`src/rtl/loopyv_mem_arbiter_pkg.sv`:
```
// Shared types for the LoopyV memory arbiter: FSM states, bus owner, bus request word.
// Latency: n/a (types and helpers only).
// Backpressure: n/a.
package loopyV_data_types;

  // Arbiter FSM states.
  typedef enum logic [1:0] {
    IDLE  = 2'd0,
    ISSUE = 2'd1,
    WAIT  = 2'd2
  } MemArbStateType;

  // Which requester owns the single outstanding bus transaction.
  typedef enum logic {
    IF   = 1'b0,
    DATA = 1'b1
  } MemArbOwnerType;

  // Everything the bus needs for one request, held stable during ISSUE.
  typedef struct packed {
    logic        write;
    logic [31:0] addr;
    logic [31:0] wdata;
    logic [3:0]  byteEn;
  } MemBusReqType;

  localparam logic [3:0] FETCH_BYTE_EN = 4'hF;

  // A fetch is always a full-word read; the store data field is unused.
  function automatic MemBusReqType fetchBusReq(input logic [31:0] addr);
    MemBusReqType req;
    req.write  = 1'b0;
    req.addr   = addr;
    req.wdata  = 32'h0;
    req.byteEn = FETCH_BYTE_EN;
    return req;
  endfunction

endpackage

```
`src/rtl/loopyv_arb_grant.sv`:
```
// Grant decision between fetch and data requesters, with the fetch starvation counter.
// Latency: combinational grant; starveCnt updates on the accepting edge.
// Backpressure: grants only while idle is high; a requester not granted simply waits.
//
// Ports:
//   clk, rst           clock, async active-high reset
//   idle               arbiter can accept a new request this cycle
//   ifReqValid         fetch request pending
//   memReqValid        data request pending
//   grantIf/grantData  one-hot (or zero) grant, used directly as the ready outputs
module loopyv_arb_grant
  import loopyV_data_types::*;
#(
  parameter int MAX_DATA_BURST = 4
) (
  input  logic clk,
  input  logic rst,
  input  logic idle,
  input  logic ifReqValid,
  input  logic memReqValid,
  output logic grantIf,
  output logic grantData
);

  localparam int SW = $clog2(MAX_DATA_BURST + 1);
  localparam logic [SW-1:0] STARVE_MAX = SW'(MAX_DATA_BURST);

  // Number of consecutive data grants made while a fetch was waiting.
  logic [SW-1:0] starveCnt;
  logic          forceIf;

  always_comb begin
    forceIf   = ifReqValid && (starveCnt == STARVE_MAX);
    grantData = idle && memReqValid && !forceIf;
    grantIf   = idle && ifReqValid && !grantData;
  end

  // Valid is already folded into the grant, so a grant is an accept.
  always_ff @(posedge clk or posedge rst) begin
    if (rst) begin
      starveCnt <= '0;
    end else if (grantData) begin
      if (!ifReqValid) begin
        starveCnt <= '0;
      end else if (starveCnt != STARVE_MAX) begin
        starveCnt <= starveCnt + 1'b1;
      end
    end else if (grantIf) begin
      starveCnt <= '0;
    end
  end

endmodule

```
`src/rtl/loopyv_mem_arbiter.sv`:
```
// Shares one memory bus port between instruction fetch and load/store, one transaction at a time.
// Latency: accept at T, bus request from T+1, earliest response pulse and next accept at T+3.
// Backpressure: requester ready only in IDLE; bus request held until busReqReady; WAIT times out.
//
// Ports:
//   clk, rst                      clock, async active-high reset
//   ifReq*/ifResp*                fetch request (valid/ready) and one-cycle response pulse
//   memReq*/memResp*              load/store request (valid/ready) and one-cycle response pulse
//   busReq*                       bus request (valid/ready), fields stable while valid
//   busRespValid/busRespData      bus read data or write ack, honoured only in WAIT
module loopyv_mem_arbiter
  import loopyV_data_types::*;
#(
  parameter int MAX_DATA_BURST = 4,
  parameter int TIMEOUT_CYCLES = 64
) (
  input  logic        clk,
  input  logic        rst,
  input  logic        ifReqValid,
  input  logic [31:0] ifReqAddr,
  output logic        ifReqReady,
  output logic        ifRespValid,
  output logic [31:0] ifRespData,
  output logic        ifRespErr,
  input  logic        memReqValid,
  input  logic        memReqWrite,
  input  logic [31:0] memReqAddr,
  input  logic [31:0] memReqWdata,
  input  logic [3:0]  memReqByteEn,
  output logic        memReqReady,
  output logic        memRespValid,
  output logic [31:0] memRespData,
  output logic        memRespErr,
  output logic        busReqValid,
  input  logic        busReqReady,
  output logic        busReqWrite,
  output logic [31:0] busReqAddr,
  output logic [31:0] busReqWdata,
  output logic [3:0]  busReqByteEn,
  input  logic        busRespValid,
  input  logic [31:0] busRespData
);

  localparam int TW = $clog2(TIMEOUT_CYCLES + 1);
  localparam logic [TW-1:0] TIMEOUT_LAST = TW'(TIMEOUT_CYCLES - 1);

  MemArbStateType state;
  MemArbOwnerType owner;
  MemBusReqType   busReq;
  logic [TW-1:0]  timeoutCnt;
  logic           grantIf;
  logic           grantData;

  loopyv_arb_grant #(
    .MAX_DATA_BURST(MAX_DATA_BURST)
  ) uGrant (
    .clk        (clk),
    .rst        (rst),
    .idle       (state == IDLE),
    .ifReqValid (ifReqValid),
    .memReqValid(memReqValid),
    .grantIf    (grantIf),
    .grantData  (grantData)
  );

  assign ifReqReady   = grantIf;
  assign memReqReady  = grantData;

  assign busReqWrite  = busReq.write;
  assign busReqAddr   = busReq.addr;
  assign busReqWdata  = busReq.wdata;
  assign busReqByteEn = busReq.byteEn;

  always_ff @(posedge clk or posedge rst) begin
    if (rst) begin
      state        <= IDLE;
      owner        <= DATA;
      busReq       <= '0;
      busReqValid  <= 1'b0;
      timeoutCnt   <= '0;
      ifRespValid  <= 1'b0;
      ifRespData   <= '0;
      ifRespErr    <= 1'b0;
      memRespValid <= 1'b0;
      memRespData  <= '0;
      memRespErr   <= 1'b0;
    end else begin
      // Response valids are single-cycle pulses.
      ifRespValid  <= 1'b0;
      memRespValid <= 1'b0;

      case (state)
        IDLE: begin
          if (grantData) begin
            busReq.write  <= memReqWrite;
            busReq.addr   <= memReqAddr;
            busReq.wdata  <= memReqWdata;
            busReq.byteEn <= memReqByteEn;
            owner         <= DATA;
            busReqValid   <= 1'b1;
            state         <= ISSUE;
          end else if (grantIf) begin
            busReq      <= fetchBusReq(ifReqAddr);
            owner       <= IF;
            busReqValid <= 1'b1;
            state       <= ISSUE;
          end
        end

        ISSUE: begin
          // No timeout here: the bus may stall acceptance indefinitely.
          if (busReqReady) begin
            busReqValid <= 1'b0;
            timeoutCnt  <= '0;
            state       <= WAIT;
          end
        end

        WAIT: begin
          // A response arriving on the last allowed cycle beats the timeout.
          if (busRespValid || (timeoutCnt == TIMEOUT_LAST)) begin
            if (owner == IF) begin
              ifRespValid <= 1'b1;
              ifRespData  <= busRespValid ? busRespData : 32'h0;
              ifRespErr   <= !busRespValid;
            end else begin
              memRespValid <= 1'b1;
              memRespData  <= busRespValid ? busRespData : 32'h0;
              memRespErr   <= !busRespValid;
            end
            state <= IDLE;
          end else begin
            timeoutCnt <= timeoutCnt + 1'b1;
          end
        end

        default: state <= IDLE;
      endcase
    end
  end

endmodule

```
`config.mk`:
```
export PLATFORM = sky130hd
export DESIGN_NAME = loopyv_mem_arbiter
export DESIGN_NICKNAME = d
export VERILOG_FILES = /design/src/rtl/loopyv_mem_arbiter_pkg.sv /design/src/rtl/loopyv_arb_grant.sv /design/src/rtl/loopyv_mem_arbiter.sv
export SDC_FILE = /design/constraint.sdc
export NUM_CORES = 1
export LEC_CHECK = 0
export ABC_CLOCK_PERIOD_IN_PS = 6100
export CAP_MARGIN = 5
export CORE_ASPECT_RATIO = 0.5
export CORE_MARGIN = 3
export CORE_UTILIZATION = 32
export CTS_CLUSTER_DIAMETER = 40
export DETAILED_ROUTE_END_ITERATION = 12
export PLACE_DENSITY_LB_ADDON = 0.1
export SLEW_MARGIN = 0
export SYNTH_ARGS = -nofsm -noshare
export SYNTH_HDL_FRONTEND = slang
export SYNTH_HIERARCHICAL = 1
export SYNTH_SLANG_ARGS = --single-unit
```
`constraint.sdc`:
```
create_clock -name clk -period 6.1 [get_ports clk]
set_input_delay 1.22 -clock clk [delete_from_list [all_inputs] [get_ports clk]]
set_output_delay 1.22 -clock clk [all_outputs]
set_load 0.005 [all_outputs]
```
==> impl_metrics.tcl <==
set metrics [dict create \
    cts_sink_count 151 \
    grt_use_total_pct 17.2 \
    timing.reg2reg.setup_slack_ns 2.91 \
    cts_root_buf "sky130_fd_sc_hd__clkbuf_16" \
    pre_repair_dr_iteration_count 4 \
    crit_required_ns 4.88 \
    post_cts_buffers 0 \
    postRouteAntennaNets 0 \
    worst_setup_path_endpoint "memReqReady" \
    worst_slew_pin_slew_ns 1.05 \
    postSynth.topFlopCell "sky130_fd_sc_hd__dfrtp_1" \
    areaGrowthSynthToFinish_pct 59.2 \
    pwr_density_cell_nw_per_um2 483 \
    reg2reg_to "busReqWdata[21]" \
    route.detailed.vias_per_inst 4.82 \
    grt_busiest_layer "met2" \
    htree_num_levels 4 \
    yosys.cell_count.top_type "sky130_fd_sc_hd__dfrtp_1" \
    synth.area.top_cells "sky130_fd_sc_hd__dfrtp_1 63%, sky130_fd_sc_hd__a22o_1 13%, sky130_fd_sc_hd__mux2i_1 5.7%, sky130_fd_sc_hd__nand2_1 2.8%, sky130_fd_sc_hd__o21ai_0 2.3%" \
    synth-seq-area-share_pct 63.1 \
    run_status "finished, final reports clean" \
    vias 4714 \
    grtUsageMet1_pct 22.2 \
    hold_violations 0 \
    clkLatencyLatePin_ns 0.42 \
    timing.final.setup_violations 0 \
    initial_core_util_pct 33.5 \
    endpoint_kind "primary output" \
    post-route-min-period_ns 4.42 \
    yosysTopAreaCellShare_pct 62.7 \
    start_kind "input pin" \
    clock_path_buffers 2 \
    drive_above_1_share_pct 7.53 \
    io_pins 279 \
    placeableCoreArea_um2 17900 \
    timing.final.crit_share_pct 72.5 \
    die_w_um 199 \
    netlist-cell-type-count 42 \
    fp-row-count 34 \
    max_cap_viol 0 \
    fmax_mhz 226 \
    hold_path_class "flop to flop" \
    ys_seq_elements 151 \
    ys_warn_count 6 \
    worstSetupPathType "input pin to primary output" \
    number_of_antenna_violations_at_the_first_check_in_global_routing 0 \
    fin_hold_ws_ns 0.478 \
    worst_ir_drop_vdd_uv 234 \
    ys_async_sr_fraction_pct 100 \
    synthesis.area_um2 5990 \
    total_of_buffers_placed_on_input_and_output_ports 278 \
    cts-buffers-inserted 17 \
    cts_hold_repair.buffers 0 \
    die-height_um 103 \
    crit_path_max_fanout 40 \
    cts_repair_resize_count 0 \
    dpl.hpwl_um 12300 \
    synth-edff-count 0 \
    timing.slew.headroom_pct 29.8 \
    syn_avg_cell_area_um2 13.0 \
    layout.nets 873 \
    place.gp.congestion 0.725 \
    cellLeakagePower_nw 4.07 \
    wl_um 17600 \
    grt_pass1_vias 4936 \
    globalRouteOverflowTotal 0 \
    grt_pass1_wl_um 27300 \
    critical_path.startpoint "memReqValid" \
    grt_setup_unrepaired "no" \
    finalSetupTns_ns 0 \
    die_outline_area_um2 20500 \
    skew_ns 0.00950 \
    antenna_cells 0 \
    worst_setup_hold_path_clk_slew_ns 0.06 \
    post_synth_net_total 603 \
    grt_start_max_net_pins 119 \
    final_max_slew_viol_count 0 \
    wl_per_cell_um 18.0 \
    cp_data_arrival_time_ns 3.20 \
    crit-reg2reg-launch "state[0]" \
    synth_common_cells "150 x sky130_fd_sc_hd__dfrtp_1, 91 x sky130_fd_sc_hd__a22o_1, 44 x sky130_fd_sc_hd__nand2_1, 34 x sky130_fd_sc_hd__mux2i_1, 27 x sky130_fd_sc_hd__o21ai_0" \
    fillCellCount 1579 \
    cts_tree "yes" \
    grt_util_met2_pct 27.9 \
    drtIter0Drc 122 \
    post_syn_instances 461 \
    grt.met3_usage_pct 6.07 \
    route.detailed.drc 0 \
    r2r.worst_path.cells 7 \
    library_cell_occupying_the_most_area_in_the_post_synthesis_netlist "sky130_fd_sc_hd__dfrtp_1" \
]
==> cells in the final DEF (no fill, tap or decap), drive strengths merged, types with 2 or more instances in the layout <==
| master | netlist | layout |
|---|---|---|
| clkdlybuf4s50 | 0 | 278 |
| dfrtp | 150 | 150 |
| a22o | 97 | 97 |
| nand2 | 44 | 44 |
| o21ai | 37 | 37 |
| mux2i | 34 | 34 |
| inv | 11 | 18 |
| clkbuf | 9 | 17 |
| nor2 | 9 | 9 |
| a21oi | 6 | 6 |
| buf | 24 | 6 |
| nor3 | 6 | 6 |
| clkinvlp | 0 | 5 |
| o22a | 4 | 4 |
| o2bb2ai | 4 | 4 |
| ha | 3 | 3 |
| and2 | 3 | 3 |
| a32o | 3 | 3 |
| nand2b | 2 | 2 |
| bufinv | 0 | 2 |
| nand3 | 2 | 2 |
| o31a | 2 | 2 |
==> flip-flops by register name, indices dropped and copies added (netlist names) <==
signal            flops
busReqAddr           32
busReqByteEn          4
busReqValid           1
busReqWdata          32
busReqWrite           1
ifRespData           32
ifRespErr             1
ifRespValid           1
memRespData          32
memRespErr            1
memRespValid          1
owner                 1
state                 2
timeoutCnt            7
uGrant/starveCnt      3
==> layout make-up <==
cell class	instances	area [um2]	area share (%)
flip-flops and latches	151	3780	39.7
repair buffers	284	2830	29.7
multi-input cells	266	2000	20.9
clock buffers	17	425	4.46
well taps	234	293	3.07
clock inverters	15	164	1.72
inverters	11	46.3	0.486
==> how the worst min path moves through the flow <==
stage                              start        endpoint  slack (ns)  depth (start not counted)
after global placement    busReqAddr[27]  busReqAddr[27]        0.46                          2
after global routing      busReqAddr[22]  busReqAddr[22]        0.51                          2
after detailed placement  busReqAddr[31]  busReqAddr[31]        0.47                          2
after floorplan                    owner           owner        0.47                          2
final                     busReqAddr[21]  busReqAddr[21]        0.48                          2
after CTS                 busReqAddr[27]  busReqAddr[27]        0.48                          2
==> critical path, stage by stage <==
cell,delay (ns)
sky130_fd_sc_hd__clkdlybuf4s50_1,0.50
sky130_fd_sc_hd__nand2_1,0.09
sky130_fd_sc_hd__a31oi_4,0.18
sky130_fd_sc_hd__buf_4,0.56
sky130_fd_sc_hd__clkdlybuf4s50_1,0.63
==> per-layer routing <==
metal  part of all wire, %  up-vias
li1                      -     2237
met1                    44     2321
met2                    47      140
met3                   7.2       16
met4                   1.2        0
met5                     0        -
==> report_power, final <==
| part | leakage, nW | total (mW) | internal [mW] | switching [mW] |
|---|---|---|---|---|
| clock | 0.274 | 1.06 | 0.611 | 0.448 |
| sequential | 1.91 | 1.69 | 1.43 | 0.255 |
| combinational | 1.88 | 1.85 | 1.14 | 0.713 |
==> per-stage QoR <==
| step | util (%) | std cells | worst slack, ns | power (mW) | instance area, um2 |
|---|---|---|---|---|---|
| floorplan | - | 461 | 0.902 | 2.47 | 5990 |
| global placement | 50.0 | 946 | 1.69 | 3.56 | 8940 |
| detailed placement | 50.0 | 946 | 1.67 | 3.59 | 8940 |
| CTS | 53.3 | 978 | 1.67 | 4.67 | 9530 |
| global route | 53.3 | 978 | 1.59 | 4.91 | 9530 |
| finish | 53.3 | 978 | 1.68 | 4.60 | 9530 |
==> kinds of logic after synthesis <==
| kind of cell | Yosys count | synth area share [%] |
|---|---|---|
| flip-flops | 151 | 63.1 |
| buffers and inverters | 44 | 3.89 |
| AO/OA/AOI/OAI | 158 | 21.1 |
| adder cells (fa/ha/maj) | 3 | 0.627 |
| AND/OR/NAND/NOR | 71 | 5.58 |
| multiplexers | 34 | 5.69 |
Power figures use the tool's default switching activity.
